===== src/rtl/mux_scan_pkg.sv =====
// Shared constants and state encoding for the mux scan sequencer.
package mux_scan_pkg;

    localparam int NCH   = 4;
    localparam int SEL_W = 2;
    localparam int CNT_W = 4;

    typedef enum logic [1:0] {
        IDLE = 2'd0,
        SCAN = 2'd1,
        OUT  = 2'd2
    } state_e;

endpackage


===== src/rtl/mux_next_ch.sv =====
// Finds the lowest enabled channel strictly above cur_i. With from_lo_i set,
// cur_i is ignored and treated as -1, so this returns the first enabled channel.
module mux_next_ch
    import mux_scan_pkg::*;
(
    input  logic [NCH-1:0]   mask_i,
    input  logic [SEL_W-1:0] cur_i,
    input  logic             from_lo_i,
    output logic [SEL_W-1:0] nxt_o,
    output logic             found_o
);

    // Descending scan so the last hit written is the lowest qualifying channel.
    always_comb begin
        nxt_o   = '0;
        found_o = 1'b0;
        for (int i = NCH - 1; i >= 0; i--) begin
            if (mask_i[i] && (from_lo_i || (i > int'(cur_i)))) begin
                nxt_o   = SEL_W'(i);
                found_o = 1'b1;
            end
        end
    end

endmodule


===== src/rtl/mux_scan_ctrl.sv =====
// Sequencer for a 4:1 bit mux: walks enabled channels, waits SETTLE extra
// cycles per channel, samples mux_y_i, and hands out a 4-bit snapshot over
// valid/ready, either once or back-to-back in continuous mode.
module mux_scan_ctrl
    import mux_scan_pkg::*;
#(
    parameter int SETTLE = 2
) (
    input  logic             clk,
    input  logic             rst,
    input  logic             start_i,
    input  logic             cont_i,
    input  logic [NCH-1:0]   ch_mask_i,
    output logic [SEL_W-1:0] sel_o,
    input  logic             mux_y_i,
    output logic [NCH-1:0]   scan_data_o,
    output logic             scan_valid_o,
    input  logic             scan_ready_i,
    output logic             busy_o,
    output logic             overrun_o
);

    localparam logic [CNT_W-1:0] SETTLE_CNT = CNT_W'(SETTLE);

    state_e            state_q, state_d;
    logic [SEL_W-1:0]  sel_q, sel_d;
    logic [CNT_W-1:0]  cnt_q, cnt_d;
    logic [NCH-1:0]    mask_q, mask_d;
    logic [NCH-1:0]    data_q, data_d;
    logic              valid_q, valid_d;
    logic              busy_q, busy_d;
    logic              overrun_q, overrun_d;

    logic              launch;
    logic              xfer;
    logic [SEL_W-1:0]  first_ch, next_ch;
    logic              first_found, next_found;

    // First channel of a scan comes straight from the live mask, since the
    // mask is latched on the same edge the scan is launched.
    mux_next_ch u_first (
        .mask_i    (ch_mask_i),
        .cur_i     ('0),
        .from_lo_i (1'b1),
        .nxt_o     (first_ch),
        .found_o   (first_found)
    );

    // Successor of the channel currently being settled, from the latched mask.
    mux_next_ch u_next (
        .mask_i    (mask_q),
        .cur_i     (sel_q),
        .from_lo_i (1'b0),
        .nxt_o     (next_ch),
        .found_o   (next_found)
    );

    assign xfer = valid_q && scan_ready_i;

    // Next-state logic: scan walk, settle countdown, handshake and relaunch.
    always_comb begin
        state_d   = state_q;
        sel_d     = sel_q;
        cnt_d     = cnt_q;
        mask_d    = mask_q;
        data_d    = data_q;
        valid_d   = valid_q;
        busy_d    = busy_q;
        overrun_d = start_i && (state_q != IDLE);
        launch    = 1'b0;

        case (state_q)
            IDLE: begin
                if (start_i) launch = 1'b1;
            end
            SCAN: begin
                if (cnt_q != '0) begin
                    cnt_d = cnt_q - 1'b1;
                end else begin
                    data_d[sel_q] = mux_y_i;
                    if (next_found) begin
                        sel_d = next_ch;
                        cnt_d = SETTLE_CNT;
                    end else begin
                        state_d = OUT;
                        valid_d = 1'b1;
                        busy_d  = 1'b0;
                    end
                end
            end
            OUT: begin
                if (xfer) begin
                    if (cont_i) begin
                        launch = 1'b1;
                    end else begin
                        state_d = IDLE;
                        valid_d = 1'b0;
                    end
                end
            end
            default: begin
                state_d = IDLE;
                valid_d = 1'b0;
                busy_d  = 1'b0;
            end
        endcase

        // Common scan launch from IDLE or a continuous-mode transfer.
        // An empty mask skips straight to a zero snapshot; sel is left alone.
        if (launch) begin
            mask_d = ch_mask_i;
            data_d = '0;
            if (first_found) begin
                sel_d   = first_ch;
                cnt_d   = SETTLE_CNT;
                state_d = SCAN;
                busy_d  = 1'b1;
                valid_d = 1'b0;
            end else begin
                state_d = OUT;
                busy_d  = 1'b0;
                valid_d = 1'b1;
            end
        end
    end

    // State and output registers; reset aborts any scan with no partial output.
    always_ff @(posedge clk or posedge rst) begin
        if (rst) begin
            state_q   <= IDLE;
            sel_q     <= '0;
            cnt_q     <= '0;
            mask_q    <= '0;
            data_q    <= '0;
            valid_q   <= 1'b0;
            busy_q    <= 1'b0;
            overrun_q <= 1'b0;
        end else begin
            state_q   <= state_d;
            sel_q     <= sel_d;
            cnt_q     <= cnt_d;
            mask_q    <= mask_d;
            data_q    <= data_d;
            valid_q   <= valid_d;
            busy_q    <= busy_d;
            overrun_q <= overrun_d;
        end
    end

    assign sel_o        = sel_q;
    assign scan_data_o  = data_q;
    assign scan_valid_o = valid_q;
    assign busy_o       = busy_q;
    assign overrun_o    = overrun_q;

endmodule


===== config.mk =====
export PLATFORM = sky130hd
export DESIGN_NAME = mux_scan_ctrl
export DESIGN_NICKNAME = d
export VERILOG_FILES = /design/src/rtl/mux_scan_pkg.sv /design/src/rtl/mux_next_ch.sv /design/src/rtl/mux_scan_ctrl.sv
export SDC_FILE = /design/constraint.sdc
export NUM_CORES = 1
export LEC_CHECK = 0
export ABC_CLOCK_PERIOD_IN_PS = 2400
export BUFFER_PORTS_ARGS = -buffer_cell sky130_fd_sc_hd__buf_2
export CORE_ASPECT_RATIO = 0.8
export CORE_MARGIN = 2
export CORE_UTILIZATION = 46
export DETAILED_ROUTE_END_ITERATION = 12
export GPL_TIMING_DRIVEN = 0
export PLACE_DENSITY_LB_ADDON = 0.1
export SLEW_MARGIN = 30
export SYNTH_ARGS = -nofsm -noshare
export SYNTH_HDL_FRONTEND = slang
export SYNTH_SLANG_ARGS = --single-unit

===== constraint.sdc =====
create_clock -name clk -period 2.4 [get_ports clk]
set_input_delay 0.72 -clock clk [delete_from_list [all_inputs] [get_ports clk]]
set_output_delay 0.72 -clock clk [all_outputs]
set_load 0.01 [all_outputs]

==> flow_summary.toml, run 1 <==
[grt]
grt_use_total = 0.1749
grt_remaining_overflow = 0
grt_pass1_wl_um = 2856
grt_max_degree = 18
grt_pass1_vias = 637
antenna_found_initial = 0

[status]
status = "finished clean"

[cts]
cts_hold_buf = 0
h-tree-depth = 1
post_cts_resized = 0
path_clk_slew_ns = 0.10
cts_buffers = 3
cts_buffer_depth = 2
clk_latency_ns = 0.29
post_cts_buffers = 0
clock-sinks = 17
cts_tree = "built"
cts_root_buf = "clkbuf_4"

[timing]
fmax_mhz = 559.2
finalCriticalPeriod_ns = 1.788
tightest_slew_ns = 0.6665
drv_slew = 0
setup_viol = 0
rsz0062_at_grt = "no"
final.setup_skew_ns = 0.006977
final_hold_viol_count = 0
slew_headroom = 0.5552
min_period_over_period = 0.7451
tns_ns = 0

[critical_path]
r2r-end = "sel_o[0]"
worstSetupStartpointType = "flip-flop"
slowest_delay_ns = 0.41
reg2reg_depth = 8
r2r_slack_ns = 0.61
crit_required_ns = 2.58
regToRegStartpoint = "cnt_q[0]"
cp_cell_sequence = "inv_1 > ha_1 > nor3b_4 > and2_2 > buf_6 > a22oi_2 > a2bb2oi_2 > o221a_1"
slowest_stage = "dfrtp_1"
crit_path_max_fanout = 7
critPathKind = "flip-flop to flip-flop"
cp.arrival_ns = 1.96
end_kind = "flip-flop"

[layout]
nets = 124
antennaDiodeCount = 0
finalCoreUtilization = 0.5621
drive_gt1_frac = 0.2946
fillers = 183
syn_to_final_growth_pct = 16.14

[synth]
synth_top_area_frac = 0.4690
synth.distinct_cells = 34
synthCells = 90
ys_async_sr_fraction = 1.000
ys_warn_count = 0
synth.area.top_cells = "dfrtp_1 (47%), nor2_1 (4.6%), mux2i_1 (4.4%), mux2_2 (3.7%), o21ai_0 (3.3%)"
yosys_most_used_dff = "dfrtp_1"
ys_ff_latch = 17
yosysSeqAreaShare = 0.4690
syn_area_um2 = 907.1
synth_top_area_cell = "dfrtp_1"
synth_edf_count = 0
synth_nets = 101
syn_area_per_cell_um2 = 10.08

[die]
start_util = 0.4840
pin_count = 19
die_w_um = 53.65
core_region_area_um2 = 1874
die_area_um2 = 2346
die_h_um = 43.72
num_rows = 14

[route]
viasPerCell = 5.221
vias = 710
drt_drc_violations_left = 0
postRouteAntennaNets = 0
drt-initial-drc-count = 10
drt-pass1-iter-count = 4
wirelength_um = 1765
avgRoutedWirePerCell_um = 12.98

[job]
drv_cap = 0

[placed_design]
gp_congestion = 0.7118
hpwlAfterDp_um = 1327
portBuffers = 18

[power_and_ir_drop]
p_leak_nw = 0.5273
ir_worst_vdd_uv = 612.7
power-per-cell-area_nw_per_um2 = 1145

[hold_path]
worstHoldPathType = "input port to async pin"
## cell usage in the layout (no fill, tap or decap), types with 2 or more instances in the layout
master    instances
and3_1            2
nor3_1            3
nor2b_1           4
dfrtp_1          17
nand2_1           5
nand3_1           3
o21ai_0           6
mux2i_1           4
nor2_1           11
mux2_2            3
inv_1             5
a21oi_1           3
buf_2            18
clkbuf_4          3
nand2b_1          3
## cell type report
| cell class | count | area, um^2 | share of cell area |
|---|---|---|---|
| Multi-Input combinational cell | 66 | 444.2 | 0.4216 |
| Buffer | 2 | 18.77 | 0.01781 |
| Sequential cell | 17 | 425.4 | 0.4038 |
| Timing Repair Buffer | 18 | 90.09 | 0.08551 |
| Tap cell | 24 | 30.03 | 0.02850 |
| Clock buffer | 4 | 26.28 | 0.02494 |
| Inverter | 5 | 18.77 | 0.01781 |
## cells by family after synthesis
kind of cell | synth area share
DFF | 0.4690
muxes | 0.08138
AOI/OAI and AO/OA | 0.1379
xor gates and xnor gates | 0.009657
and+or+nand+nor | 0.2469
adders and majority gates | 0.01379
buffers and inverters | 0.04138
## worst max-delay path: cells and delay by family, from the launching register on
kind | cells | cell delay, ns
AOI/OAI and AO/OA | 3 | 0.44
adders and majority gates | 1 | 0.17
buffers and inverters | 2 | 0.21
DFF | 1 | 0.41
and+or+nand+nor | 2 | 0.45
## worst max path at each step
stage / to / slack, ns / from
2_1_floorplan: state_q[0] / 0.75 / ch_mask_i[0]
3_3_place_gp: state_q[0] / 0.49 / ch_mask_i[0]
3_5_place_dp: state_q[0] / 0.46 / ch_mask_i[0]
4_1_cts: sel_o[0] / 0.59 / cnt_q[0]
6_report: sel_o[0] / 0.61 / cnt_q[0]
5_1_grt: sel_o[0] / 0.52 / cnt_q[0]
## Yosys cell counts (2+ instances only)
cell type / instances
inv_1: 5
mux2_2: 3
and3_1: 2
nor2b_1: 4
o21ai_0: 6
dfrtp_1: 17
nor2_1: 11
nand2_1: 5
nand2b_1: 3
nor3_1: 3
mux2i_1: 4
nand3_1: 3
a21oi_1: 3
## report_power, final
group | internal [mW] | switching, mW | leakage (nW)
registers | 0.395 | 0.101 | 0.215
logic | 0.266 | 0.291 | 0.298
clock network | 0.0646 | 0.0887 | 0.0150
## through the flow
stage | cell area [um^2] | total power, mW | cells | worst slack (ns) | hold WS [ns]
2_1_floorplan | 907.1 | 0.9019 | 90 | 0.7488 | 0.5050
3_3_place_gp | 1027 | 1.051 | 132 | 0.4947 | 0.4900
3_5_place_dp | 1027 | 1.065 | 132 | 0.4610 | 0.4944
4_1_cts | 1054 | 1.219 | 136 | 0.5871 | 0.5201
5_1_grt | 1054 | 1.318 | 136 | 0.5175 | 0.5470
6_report | 1054 | 1.206 | 136 | 0.6118 | 0.5066
## per-layer routing
layer | vias up | part of all wire | wire [um] | GRT usage
li1 | 362 | - | - | -
met1 | 336 | 0.53 | 937 | 0.2566
met2 | 10 | 0.41 | 731 | 0.2370
met3 | 2 | 0.048 | 84 | 0.07241
met4 | 0 | 0.0062 | 11 | 0.04615
met5 | - | 0 | 0 | 0
## state kept, by name, summed over array words and instances, names as in the netlist
| signal | count |
|---|---|
| cnt_q | 4 |
| scan_valid_o | 1 |
| mask_q | 3 |
| overrun_o | 1 |
| scan_data_o | 4 |
| sel_o | 2 |
| busy_o | 1 |
| state_q | 1 |
Power figures use the tool's default switching activity.
==> run 2: changes to the inputs <==
--- a/config.mk
+++ b/config.mk
@@ -5,7 +5,7 @@
 export SDC_FILE = /design/constraint.sdc
 export NUM_CORES = 1
 export LEC_CHECK = 0
-export ABC_CLOCK_PERIOD_IN_PS = 2400
+export ABC_CLOCK_PERIOD_IN_PS = 1800
 export BUFFER_PORTS_ARGS = -buffer_cell sky130_fd_sc_hd__buf_2
 export CORE_ASPECT_RATIO = 0.8
 export CORE_MARGIN = 2
==> constraint.sdc (replaced) <==
create_clock -name clk -period 1.8 [get_ports clk]
set_input_delay 0.54 -clock clk [delete_from_list [all_inputs] [get_ports clk]]
set_output_delay 0.54 -clock clk [all_outputs]
set_load 0.01 [all_outputs]
==> run 2 against run 1 <==
  * Non-clock buffer count grew 2
  * Sequential power increased by 32%
  * Largest power group unchanged
  * Maximum frequency is 6.1% higher
  * Clock power rose by 33%
  * Count of clock-buffer cells in the layout is the same
  * Critical path depth decreased by 1
  * Utilization up 0.80 points
  * Via count is 1.7% higher
  * Die area stayed put
==> flow_summary.toml, run 2 (synthesis gave the netlist of run 1 again) <==
[placed_design]
hpwlAfterDp_um = 1327
gp_congestion = 0.7118
portBuffers = 18
place_area_um2 = 1027
dpl.cell_count = 132

[power_and_ir_drop]
power-per-cell-area_nw_per_um2 = 1539
power.internal_uw = 995.1
p_switching_uw = 649.6
p_leak_nw = 0.5351
seq_power_share = 0.400
ir_worst_vdd_uv = 819.0
pwr-share-clk = 0.124
p_sw_frac = 0.3950
p_comb_frac = 0.476

[layout]
syn_to_final_growth_pct = 17.79
antennaDiodeCount = 0
fin_area_um2 = 1069
final_common_cell = "buf_2"
drive_gt1_frac = 0.3158
layout_common_cells = "buf_2 (18), dfrtp_1 (17), nor2_1 (11), o21ai_0 (6)"
finalCoreUtilization = 0.5701
nets = 126
stdcell_count = 138
fillers = 182

[route]
drt_drc_violations_left = 0
drt-pass1-iter-count = 4
avgRoutedWirePerCell_um = 13.04
postRouteAntennaNets = 0
vias = 722
wl_met2_um = 767
drt-initial-drc-count = 7
highest_layer = "met4"
viasPerCell = 5.232
wirelength_um = 1799
wl_met3_um = 80
met1_length_um = 939

[grt]
grt_remaining_overflow = 0
grt_pass1_wl_um = 2884
grt_max_degree = 18
grt_use_total = 0.1763
antenna_found_initial = 0
grt_pass1_vias = 644

[critical_path]
end_kind = "flip-flop"
cp.arrival_ns = 1.91
reg2reg_depth = 7
crit_required_ns = 2.03
critPathKind = "flip-flop to flip-flop"
worstSetupStartpointType = "flip-flop"
crit_path_max_fanout = 4

[timing]
final_hold_viol_count = 0
finalCriticalPeriod_ns = 1.685
final.setup_skew_ns = 0.006233
min_period_over_period = 0.9360
setup_viol = 0
slew_headroom = 0.5568
tightest_slew_ns = 0.6641
fmax_mhz = 593.6
drv_slew = 0
hold_ws_ns = 0.3263

[status]
status = "finished clean"

[cts]
clk_latency_ns = 0.29
cts_root_buf = "clkbuf_4"
path_clk_slew_ns = 0.10
clock-sinks = 17
cts_buffer_depth = 2
cts_buffers = 3
cts_tree = "built"
h-tree-depth = 1

[die]
core_region_area_um2 = 1874
num_rows = 14
die_h_um = 43.72
die_area_um2 = 2346
die_w_um = 53.65
start_util = 0.4840
pin_count = 19

[hold_path]
worstHoldPathType = "input port to async pin"

[job]
drv_cap = 0
-- run 2: final timing paths --
kind | endpoint | slack [ns] | from
worst max-delay path | sel_o[0] | 0.12 | cnt_q[0]
worst min-delay path | scan_valid_o | 0.33 | rst
worst max register to register | sel_o[0] | 0.12 | cnt_q[0]
worst min register to register | busy_o | 0.51 | busy_o
max in group asynchronous | scan_data_o[1] | 1.05 | rst
min in group clk | overrun_o | 0.50 | start_i
-- run 2: timing repair --
| item | CTS | global route |
|---|---|---|
| endpoints found under the setup margin | 1 | 2 |
| setup buffers | 1 | 2 |
| hold buffers | 0 | 0 |
| resized for setup | 1 | 1 |
| pin swaps | 0 | 3 |
-- run 2: layer usage --
metal | up-vias | track usage
met4 | 0 | 0.04615
met3 | 2 | 0.07241
met5 | - | 0
met1 | 345 | 0.2588
met2 | 10 | 0.2395
li1 | 365 | -
-- run 2: final cells by class --
type,count,area (um^2),share of cell area
Inverter,5,18.77,0.01756
Multi-Input combinational cell,66,447.9,0.4192
Sequential cell,17,425.4,0.3981
Tap cell,24,30.03,0.02810
Buffer,1,7.507,0.007026
Clock buffer,4,26.28,0.02459
Timing Repair Buffer,21,112.6,0.1054
-- run 2: worst max-delay path: stages, from the launching register on --
cell       delay, ns
dfrtp_1         0.39
inv_1           0.08
ha_2            0.18
nor3b_4         0.24
o2111ai_1       0.16
a22oi_2         0.23
a2bb2oi_2       0.15
o221a_1         0.19
-- run 2: metrics by stage --
step / setup TNS, ns / setup WS [ns] / total power [mW]
finish: 0 / 0.1152 / 1.645
detailed placement: 0 / 0.02999 / 1.420
CTS: 0 / 0.01520 / 1.643
global placement: 0 / 0.04120 / 1.401
global route: -0.003080 / -0.003080 / 1.796
floorplan: 0 / 0.1899 / 1.203
-- run 2: power by group through the flow --
stage	Combinational [mW]	Sequential, mW	Clock [mW]
5_1_grt	0.879	0.679	0.238
4_1_cts	0.771	0.660	0.212
6_report	0.784	0.657	0.204
2_1_floorplan	0.528	0.674	0
3_3_place_gp	0.734	0.667	0
3_5_place_dp	0.749	0.671	0
